**config.mk**
```make
export PLATFORM = sky130hd
export DESIGN_NAME = muldiv_sequencer
export DESIGN_NICKNAME = d
export VERILOG_FILES = /design/src/rtl/muldiv_sequencer.sv
export SDC_FILE = /design/constraint.sdc
export NUM_CORES = 1
export LEC_CHECK = 0
export CAP_MARGIN = 20
export CORE_MARGIN = 1
export CORE_UTILIZATION = 52
export CTS_CLUSTER_DIAMETER = 50
export CTS_CLUSTER_SIZE = 10
export DETAILED_ROUTE_END_ITERATION = 10
export GPL_TIMING_DRIVEN = 0
export PLACE_DENSITY = 0.79
export REMOVE_ABC_BUFFERS = 1
export SLEW_MARGIN = 10
export SYNTH_ARGS = -nofsm -noshare
export SYNTH_HDL_FRONTEND = slang
export SYNTH_SLANG_ARGS = --single-unit
```
**constraint.sdc**
```tcl
create_clock -name clk -period 6.7 [get_ports clk]
set_input_delay 1.34 -clock clk [delete_from_list [all_inputs] [get_ports clk]]
set_output_delay 1.34 -clock clk [all_outputs]
set_load 0.02 [all_outputs]
```
**src/rtl/muldiv_sequencer.sv**
```systemverilog
// muldiv_sequencer: multi-cycle unsigned MUL/DIV sequencer with Hi/Lo registers.
// MUL is an iterative shift-add multiplier and DIV is a restoring divider.
// Each op takes n cycles, except that divide by zero finishes after one cycle.
// Optional build macro MULDIV_EARLY_EXIT_EN makes MUL finish early once the
// remaining multiplier bits are all zero. DIV timing does not change.
module muldiv_sequencer #(
   parameter int n = 32,
   parameter int m = 4
) (
   input  logic         clk,
   input  logic         reset,
   input  logic         start,
   input  logic [m-1:0] alu_decode,
   input  logic [n-1:0] rda,
   input  logic [n-1:0] rdx,
   output logic         busy,
   output logic         done,
   output logic [n-1:0] hi,
   output logic [n-1:0] lo,
   output logic         div_by_zero
);

   localparam int CW = $clog2(n) + 1;
   localparam logic [m-1:0] DEC_MUL = m'(5);
   localparam logic [m-1:0] DEC_DIV = m'(6);

   typedef enum logic [1:0] {IDLE, RUN, DONE} state_t;

   state_t          state_q;
   logic            is_div_q;
   logic            dz_pend_q;
   logic [n-1:0]    opnd_q;     // multiplicand (MUL) or divisor (DIV)
   logic [2*n-1:0]  acc_q;      // MUL: {partial hi, multiplier/low}; DIV: {remainder, quotient}
   logic [CW-1:0]   cnt_q;
   logic            busy_q, done_q, dz_q;
   logic [n-1:0]    hi_q, lo_q;

   logic [n:0]      mul_sum;
   logic [2*n-1:0]  mul_step;
   logic [2*n-1:0]  mul_res;
   logic            mul_fin;
   logic [n:0]      div_shift;
   logic [n:0]      div_trial;
   logic [2*n-1:0]  div_step;
   logic            last;
   logic            accept;

   assign busy        = busy_q;
   assign done        = done_q;
   assign hi          = hi_q;
   assign lo          = lo_q;
   assign div_by_zero = dz_q;

   assign accept = start && (alu_decode == DEC_MUL || alu_decode == DEC_DIV);

   // One iteration of each datapath, computed from the current accumulator.
   // The remainder never exceeds the divisor, so it is kept in n bits.
   // The (n+1)-bit working value exists only for the trial subtract.
   always_comb begin
      mul_sum   = {1'b0, acc_q[2*n-1:n]} + (acc_q[0] ? {1'b0, opnd_q} : '0);
      mul_step  = {mul_sum, acc_q[n-1:1]};
      div_shift = {acc_q[2*n-1:n], acc_q[n-1]};
      div_trial = div_shift - {1'b0, opnd_q};
      div_step  = div_trial[n] ? {div_shift[n-1:0], acc_q[n-2:0], 1'b0}
                               : {div_trial[n-1:0], acc_q[n-2:0], 1'b1};
      last      = (cnt_q == CW'(n - 1));
   end

`ifdef MULDIV_EARLY_EXIT_EN
   logic [n-1:0] rem_mask;
   // After this step, n-cnt-1 multiplier bits remain unshifted in the low bits.
   // If they are all zero, shift by the remaining count and stop.
   always_comb begin
      rem_mask = {n{1'b1}} >> (cnt_q + CW'(1));
      mul_fin  = ((mul_step[n-1:0] & rem_mask) == '0);
      mul_res  = mul_step >> (CW'(n - 1) - cnt_q);
   end
`else
   // Without early exit, MUL always runs the full n iterations.
   always_comb begin
      mul_fin = last;
      mul_res = mul_step;
   end
`endif

   // Sequencer FSM with registered outputs. Hi/Lo load only when entering DONE.
   always_ff @(posedge clk or posedge reset) begin
      if (reset) begin
         state_q   <= IDLE;
         is_div_q  <= 1'b0;
         dz_pend_q <= 1'b0;
         opnd_q    <= '0;
         acc_q     <= '0;
         cnt_q     <= '0;
         busy_q    <= 1'b0;
         done_q    <= 1'b0;
         dz_q      <= 1'b0;
         hi_q      <= '0;
         lo_q      <= '0;
      end else begin
         done_q <= 1'b0;
         unique case (state_q)
            IDLE: begin
               if (accept) begin
                  is_div_q  <= (alu_decode == DEC_DIV);
                  dz_pend_q <= (alu_decode == DEC_DIV) && (rdx == '0);
                  opnd_q    <= (alu_decode == DEC_DIV) ? rdx : rda;
                  acc_q     <= {{n{1'b0}}, (alu_decode == DEC_DIV) ? rda : rdx};
                  cnt_q     <= '0;
                  dz_q      <= 1'b0;
                  busy_q    <= 1'b1;
                  state_q   <= RUN;
               end
            end
            RUN: begin
               cnt_q <= cnt_q + CW'(1);
               if (is_div_q && dz_pend_q) begin
                  hi_q    <= acc_q[n-1:0];
                  lo_q    <= '1;
                  dz_q    <= 1'b1;
                  busy_q  <= 1'b0;
                  done_q  <= 1'b1;
                  state_q <= DONE;
               end else if (is_div_q) begin
                  acc_q <= div_step;
                  if (last) begin
                     hi_q    <= div_step[2*n-1:n];
                     lo_q    <= div_step[n-1:0];
                     busy_q  <= 1'b0;
                     done_q  <= 1'b1;
                     state_q <= DONE;
                  end
               end else begin
                  acc_q <= mul_step;
                  if (mul_fin) begin
                     hi_q    <= mul_res[2*n-1:n];
                     lo_q    <= mul_res[n-1:0];
                     busy_q  <= 1'b0;
                     done_q  <= 1'b1;
                     state_q <= DONE;
                  end
               end
            end
            DONE: state_q <= IDLE;
            default: state_q <= IDLE;
         endcase
      end
   end

endmodule

```
# Yosys cells after proc, flatten, opt, wreduce, memory -nomap -nowiden
# Cells that the tools add are included.
op_classes:
  addsub: 3
  eq_ne: 8
  muxes: 32
  n_reduce_logical: 15
ops:
  columns: ["op", "count"]
  rows:
  - ["$mux W32", 11]
  - ["$mux W64", 4]
  - ["$pmux W64 S2", 1]
  - ["$add A32 B32 Y33", 1]
  - ["$sub A33 B32 Y33", 1]
  - ["$logic_not A32 Y1", 1]
  - ["$pmux W6 S2", 1]
  - ["$reduce_and A3 Y1", 3]
  - ["$eq A4 B3 Y1 const B", 2]
  - ["$mux W1", 8]
  - ["$reduce_and A2 Y1", 4]
  - ["$add A6 B1 Y6 const B", 1]
  - ["$eq A6 B5 Y1 const B", 1]
  - ["$mux W2", 3]
  - ["$mux W6", 1]
  - ["$ne A2 B2 Y1 const B", 3]
  - ["$pmux W1 S2", 2]
  - ["$pmux W2 S2", 1]
  - ["$reduce_bool A2 Y1", 2]
  - ["$logic_and A1 B1 Y1", 3]
  - ["$ne A3 B3 Y1 const B", 1]
  - ["$eq A2 B1 Y1 const B", 1]
  - ["$logic_not A2 Y1", 1]
  - ["$logic_or A1 B1 Y1", 1]
totals:
  reg_bits: 173
  in_bits: 71
  out_inout_bits: 67

# Depth between registers and ports, before layout
logic_depth:
  ltp_word: 5
  depth_mapped: 16

# Worst setup path after synthesis
# OpenSTA, ideal clock, no wires.
synth_path:
  path_kind: "input -> register"
  start: "in alu_decode[3]"
  end: "reg opnd_q[10]"
  setup_time_ps: 133
  arrival_time_ps: 3143
  setup_slack_ps: 3424
  cell_stages: 7
  cell_sequence: "nand2b_1 -> nor3b_1 -> clkbuf_1 -> clkbuf_1 -> buf_2 -> mux2i_1 -> o21ai_0"
synth_via:
  elab_chain_cells: 4
synth_lines:
  columns: ["element", "line", "source"]
  rows:
  - ["from (decl)", "13", "input logic [m-1:0] alu_decode,"]
  - ["$eq A4 B3 Y1 (on tied branches)", "54, 107", null]
  - ["$logic_or A1 B1 Y1", "54", "assign accept = start && (alu_decode == DEC_MUL || alu_decode == DEC_DIV);"]
  - ["$logic_and A1 B1 Y1", "54", null]
  - ["$reduce_and A2 Y1 (no source line)", null, null]
  - ["to (signal assigned)", "107", "opnd_q <= (alu_decode == DEC_DIV) ? rdx : rda;"]
  - ["to (decl)", "32", "logic [n-1:0] opnd_q;"]
# Parallel ways exist; a longest one is shown, timed or not.
# A chain may end at the register's enable or synchronous reset.

# Final worst setup path
layout_path:
  start: "reg acc_q[0]"
  end: "reg hi_q[26], in the netlist hi[26]"
layout_via:
  elab_chain_cells: 5
layout_lines:
  columns: ["element", "line", "source"]
  rows:
  - ["from (decl)", "33", "logic [2*n-1:0] acc_q;"]
  - ["from (signal assigned)", "108", "acc_q <= {{n{1'b0}}, (alu_decode == DEC_DIV) ? rda : rdx};"]
  - ["from (signal assigned)", "125", "acc_q <= div_step;"]
  - ["from (signal assigned)", "134", "acc_q <= mul_step;"]
  - ["$mux W32", "60", "mul_sum = {1'b0, acc_q[2*n-1:n]} + (acc_q[0] ? {1'b0, opnd_q} : '0);"]
  - ["$add A32 B32 Y33", "60", null]
  - ["$mux W32", "135", "if (mul_fin) begin"]
  - ["$mux W32", "124", "end else if (is_div_q) begin"]
  - ["$mux W32", "117", "if (is_div_q && dz_pend_q) begin"]
  - ["to (signal assigned)", "118", "hi_q <= acc_q[n-1:0];"]
  - ["to (signal assigned)", "127", "hi_q <= div_step[2*n-1:n];"]
  - ["to (signal assigned)", "136", "hi_q <= mul_res[2*n-1:n];"]
  - ["to (decl)", "36", "logic [n-1:0] hi_q, lo_q;"]
# Every way passes these cells. The select of a mux whose other input is x is not followed.

==> flow_summary.ini <==
[yosys]
syn_area_um2 = 12300
synth_cell_type_count = 72
syn_avg_cell_area_um2 = 8.52
synth_cells = 1449
synth_area_leaders = dfrtp_1, ha_1, a21oi_1, mux2i_1, o21ai_0
synth_edf_count = 0
ys.flop_type = dfrtp_1
ys_ff_latch = 173
synth_seq_area_share_pct = 35.1
synth_top_cell_area_share_pct = 35.1
synth_largest_area_cell = dfrtp_1
yosysWarnings = 0
async_flop_share_pct = 100

[setup_path]
r2r_start = acc_q[0]
cp-end-kind = flip-flop
cp_top_family = compound AO/OA/AOI/OAI gates
worstPathCellList = buf_8 > and2_1 > ha_1 > a2111oi_0 > o21ai_0 > a32oi_1 > o21ai_0 > a31oi_1 > o21ai_0 > xor2_1 > mux2i_1 > o2bb2ai_1 > a21oi_1
r2r_setup_slack_ns = 2.06
critical_path.max_stage_delay_ns = 0.73
crit_top_cell = o21ai_0
worstSetupStartpointType = flip-flop
crit_slowest_cell = dfrtp_1
cp_data_arrival_time_ns = 4.96
critPathMaxFanout = 20
critPathKind = reg -> reg
r2r_end = hi[26]
cp.required_ns = 7.02
reg2reg_depth = 13
path_buf_inv = 1

[floorplanning]
dieWidth_um = 156
num_rows = 56
fp.dieH_um = 156
core_area_um2 = 23400
ioPinCount = 138
dieArea_um2 = 24400
initial_core_util_pct = 52.7

[placement]
gp_congestion = 0.919
hpwl_um = 27700
portBuffers = 137
dp_slack_ns = 1.98

[sta]
fmax_ghz = 0.216
finalMaxSlewViolations = 0
tightest_slew_ns = 0.952
fin_crit_ns = 4.64
finalHoldViolCount = 0
setup_violations = 0
post-route-period-util_pct = 69.2
post-route-worst-setup-slack_ns = 2.06
skew_ns = 0.0112
slew_headroom_pct = 36.4
rsz0062_at_grt = false

[global_routing]
grt_max_degree = 103
overflow = 0
grt_first_pass_wirelength_um = 59700
antenna_found_initial = 1
grt_pass1_vias = 11000
track_usage_pct = 31.6

[pwr]
leakage_nw = 6.24
p_total_w = 0.00625
ir_worst_vdd_mv = 0.326
power_density_nw_per_um2 = 425

[hold_path]
hold_class = reg -> reg
hold_start = div_by_zero
hold_depth = 2
min_to = div_by_zero

[clocking]
cts_htree_levels = 4
cts.sinks = 173
clk_latency_ns = 0.44
numCtsBuffers = 17
cts_setup_buffers = 0
cts-root-buf = clkbuf_16
cts_buffer_depth = 2
cts_resized = 0
path_clk_slew_ns = 0.07
ctsHoldBuffers = 0
cts_tree = yes

[layout]
mostFrequentLayoutCell = dfrtp_1
antenna_cells = 0
most-common-layout-cells = dfrtp_1, nand2_1, a21oi_1
area_growth_pct = 19.2
nets = 1672
drive_above_1_share_pct = 7.37

[flow_run]
drv_cap = 0

[route]
wl_per_cell_um = 20.3
viasPerCell = 6.15
antenna_left = 0
wl_um = 37900
drtIter0Drc = 1111
vias = 11500
drc = 0
drt_first_pass_iters = 7

[outcome]
status = completed
## routing by layer
layer | GRT usage (%) | vias up | share of wire (%)
li1 | - | 5428 | -
met4 | 11.1 | 0 | 2.4
met3 | 6.81 | 65 | 8.1
met1 | 44.3 | 5512 | 44
met2 | 48.1 | 465 | 45
met5 | 0 | - | 0
## worst max-delay path by stage
stage | to | start | cells after the start | slack (ns)
after CTS | hi[26] | acc_q[0] | 12 | 1.91
final | hi[26] | acc_q[0] | 13 | 2.06
after global routing | hi[26] | acc_q[0] | 13 | 1.73
after global placement | acc_q[16] | alu_decode[1] | 5 | -5.90
after detailed placement | hi[26] | acc_q[0] | 12 | 1.98
after floorplan | acc_q[10] | alu_decode[3] | 6 | -2.54
## synth_stat cells (9+ instances only)
cell,n
o211ai_1,12
xnor2_1,32
nor4_1,12
nand2b_1,9
nand3_1,41
nand2_1,153
a31oi_1,16
mux2_2,35
o21a_1,13
nor2b_1,21
o22ai_1,21
ha_1,65
inv_1,52
nand4_1,9
o22a_1,17
nor2_1,107
a21o_1,28
mux2i_1,72
and2_1,33
buf_2,12
and3_1,10
xor2_1,24
clkbuf_1,75
a21oi_1,144
o21ai_0,116
a211oi_1,32
nor3_1,13
dfrtp_1,173
## layout make-up
class                           instances  area (µm²)
Clock inverter                         11        83.8
Tap cell                              319         399
Multi-Input combinational cell       1130        7500
Sequential cell                       173        4330
Inverter                               53         206
Clock buffer                           20         457
Timing Repair Buffer                  159        1730
Fill cell                            1981        8690
## worst reg2reg max path: stages, from the launching register on
cell       delay [ns]
dfrtp_1          0.73
buf_8            0.26
and2_1           0.16
ha_1             0.29
a2111oi_0        0.50
o21ai_0          0.41
a32oi_1          0.43
o21ai_0          0.32
a31oi_1          0.40
o21ai_0          0.27
xor2_1           0.21
mux2i_1          0.27
o2bb2ai_1        0.17
a21oi_1          0.10
## logic make-up (layout without fill, tap and decap cells)
| kind of cell | count (synthesis) | after routing | share of synthesized area (%) |
|---|---|---|---|
| adders and majority gates | 67 | 67 | 6.91 |
| and+or+nand+nor | 421 | 421 | 15.7 |
| muxes | 109 | 109 | 9.24 |
| AOI/OAI and AO/OA | 476 | 476 | 24.2 |
| DFF | 173 | 173 | 35.1 |
| xor gates and xnor gates | 57 | 57 | 4.11 |
| buffers and inverters | 146 | 243 | 4.71 |
## registers in the layout, summed over array words and instances (netlist names)
name         flops
opnd_q          32
done             1
acc_q           64
div_by_zero      1
hi              32
dz_pend_q        1
busy             1
lo              32
state_q          2
is_div_q         1
cnt_q            6
## power by group
part / switching, W / total, W / internal, W
sequential: 0.000361 / 0.00167 / 0.00131
clock: 0.000445 / 0.000942 / 0.000497
combinational: 0.00212 / 0.00364 / 0.00151
## metrics by stage
stage | cells | TNS [ns] | utilization [%] | hold WS, ns | instance area, µm²
detailed placement | 1832 | 0 | 60.4 | 0.466 | 14100
finish | 1865 | 0 | 62.9 | 0.505 | 14700
CTS | 1863 | 0 | 62.7 | 0.500 | 14700
global placement | 1812 | -829.45 | 58.7 | 0.465 | 13700
floorplan | 1356 | -151.61 | - | 0.449 | 12000
global route | 1865 | 0 | 62.9 | 0.518 | 14700
No activity file was read; power rests on OpenSTA's default activity.
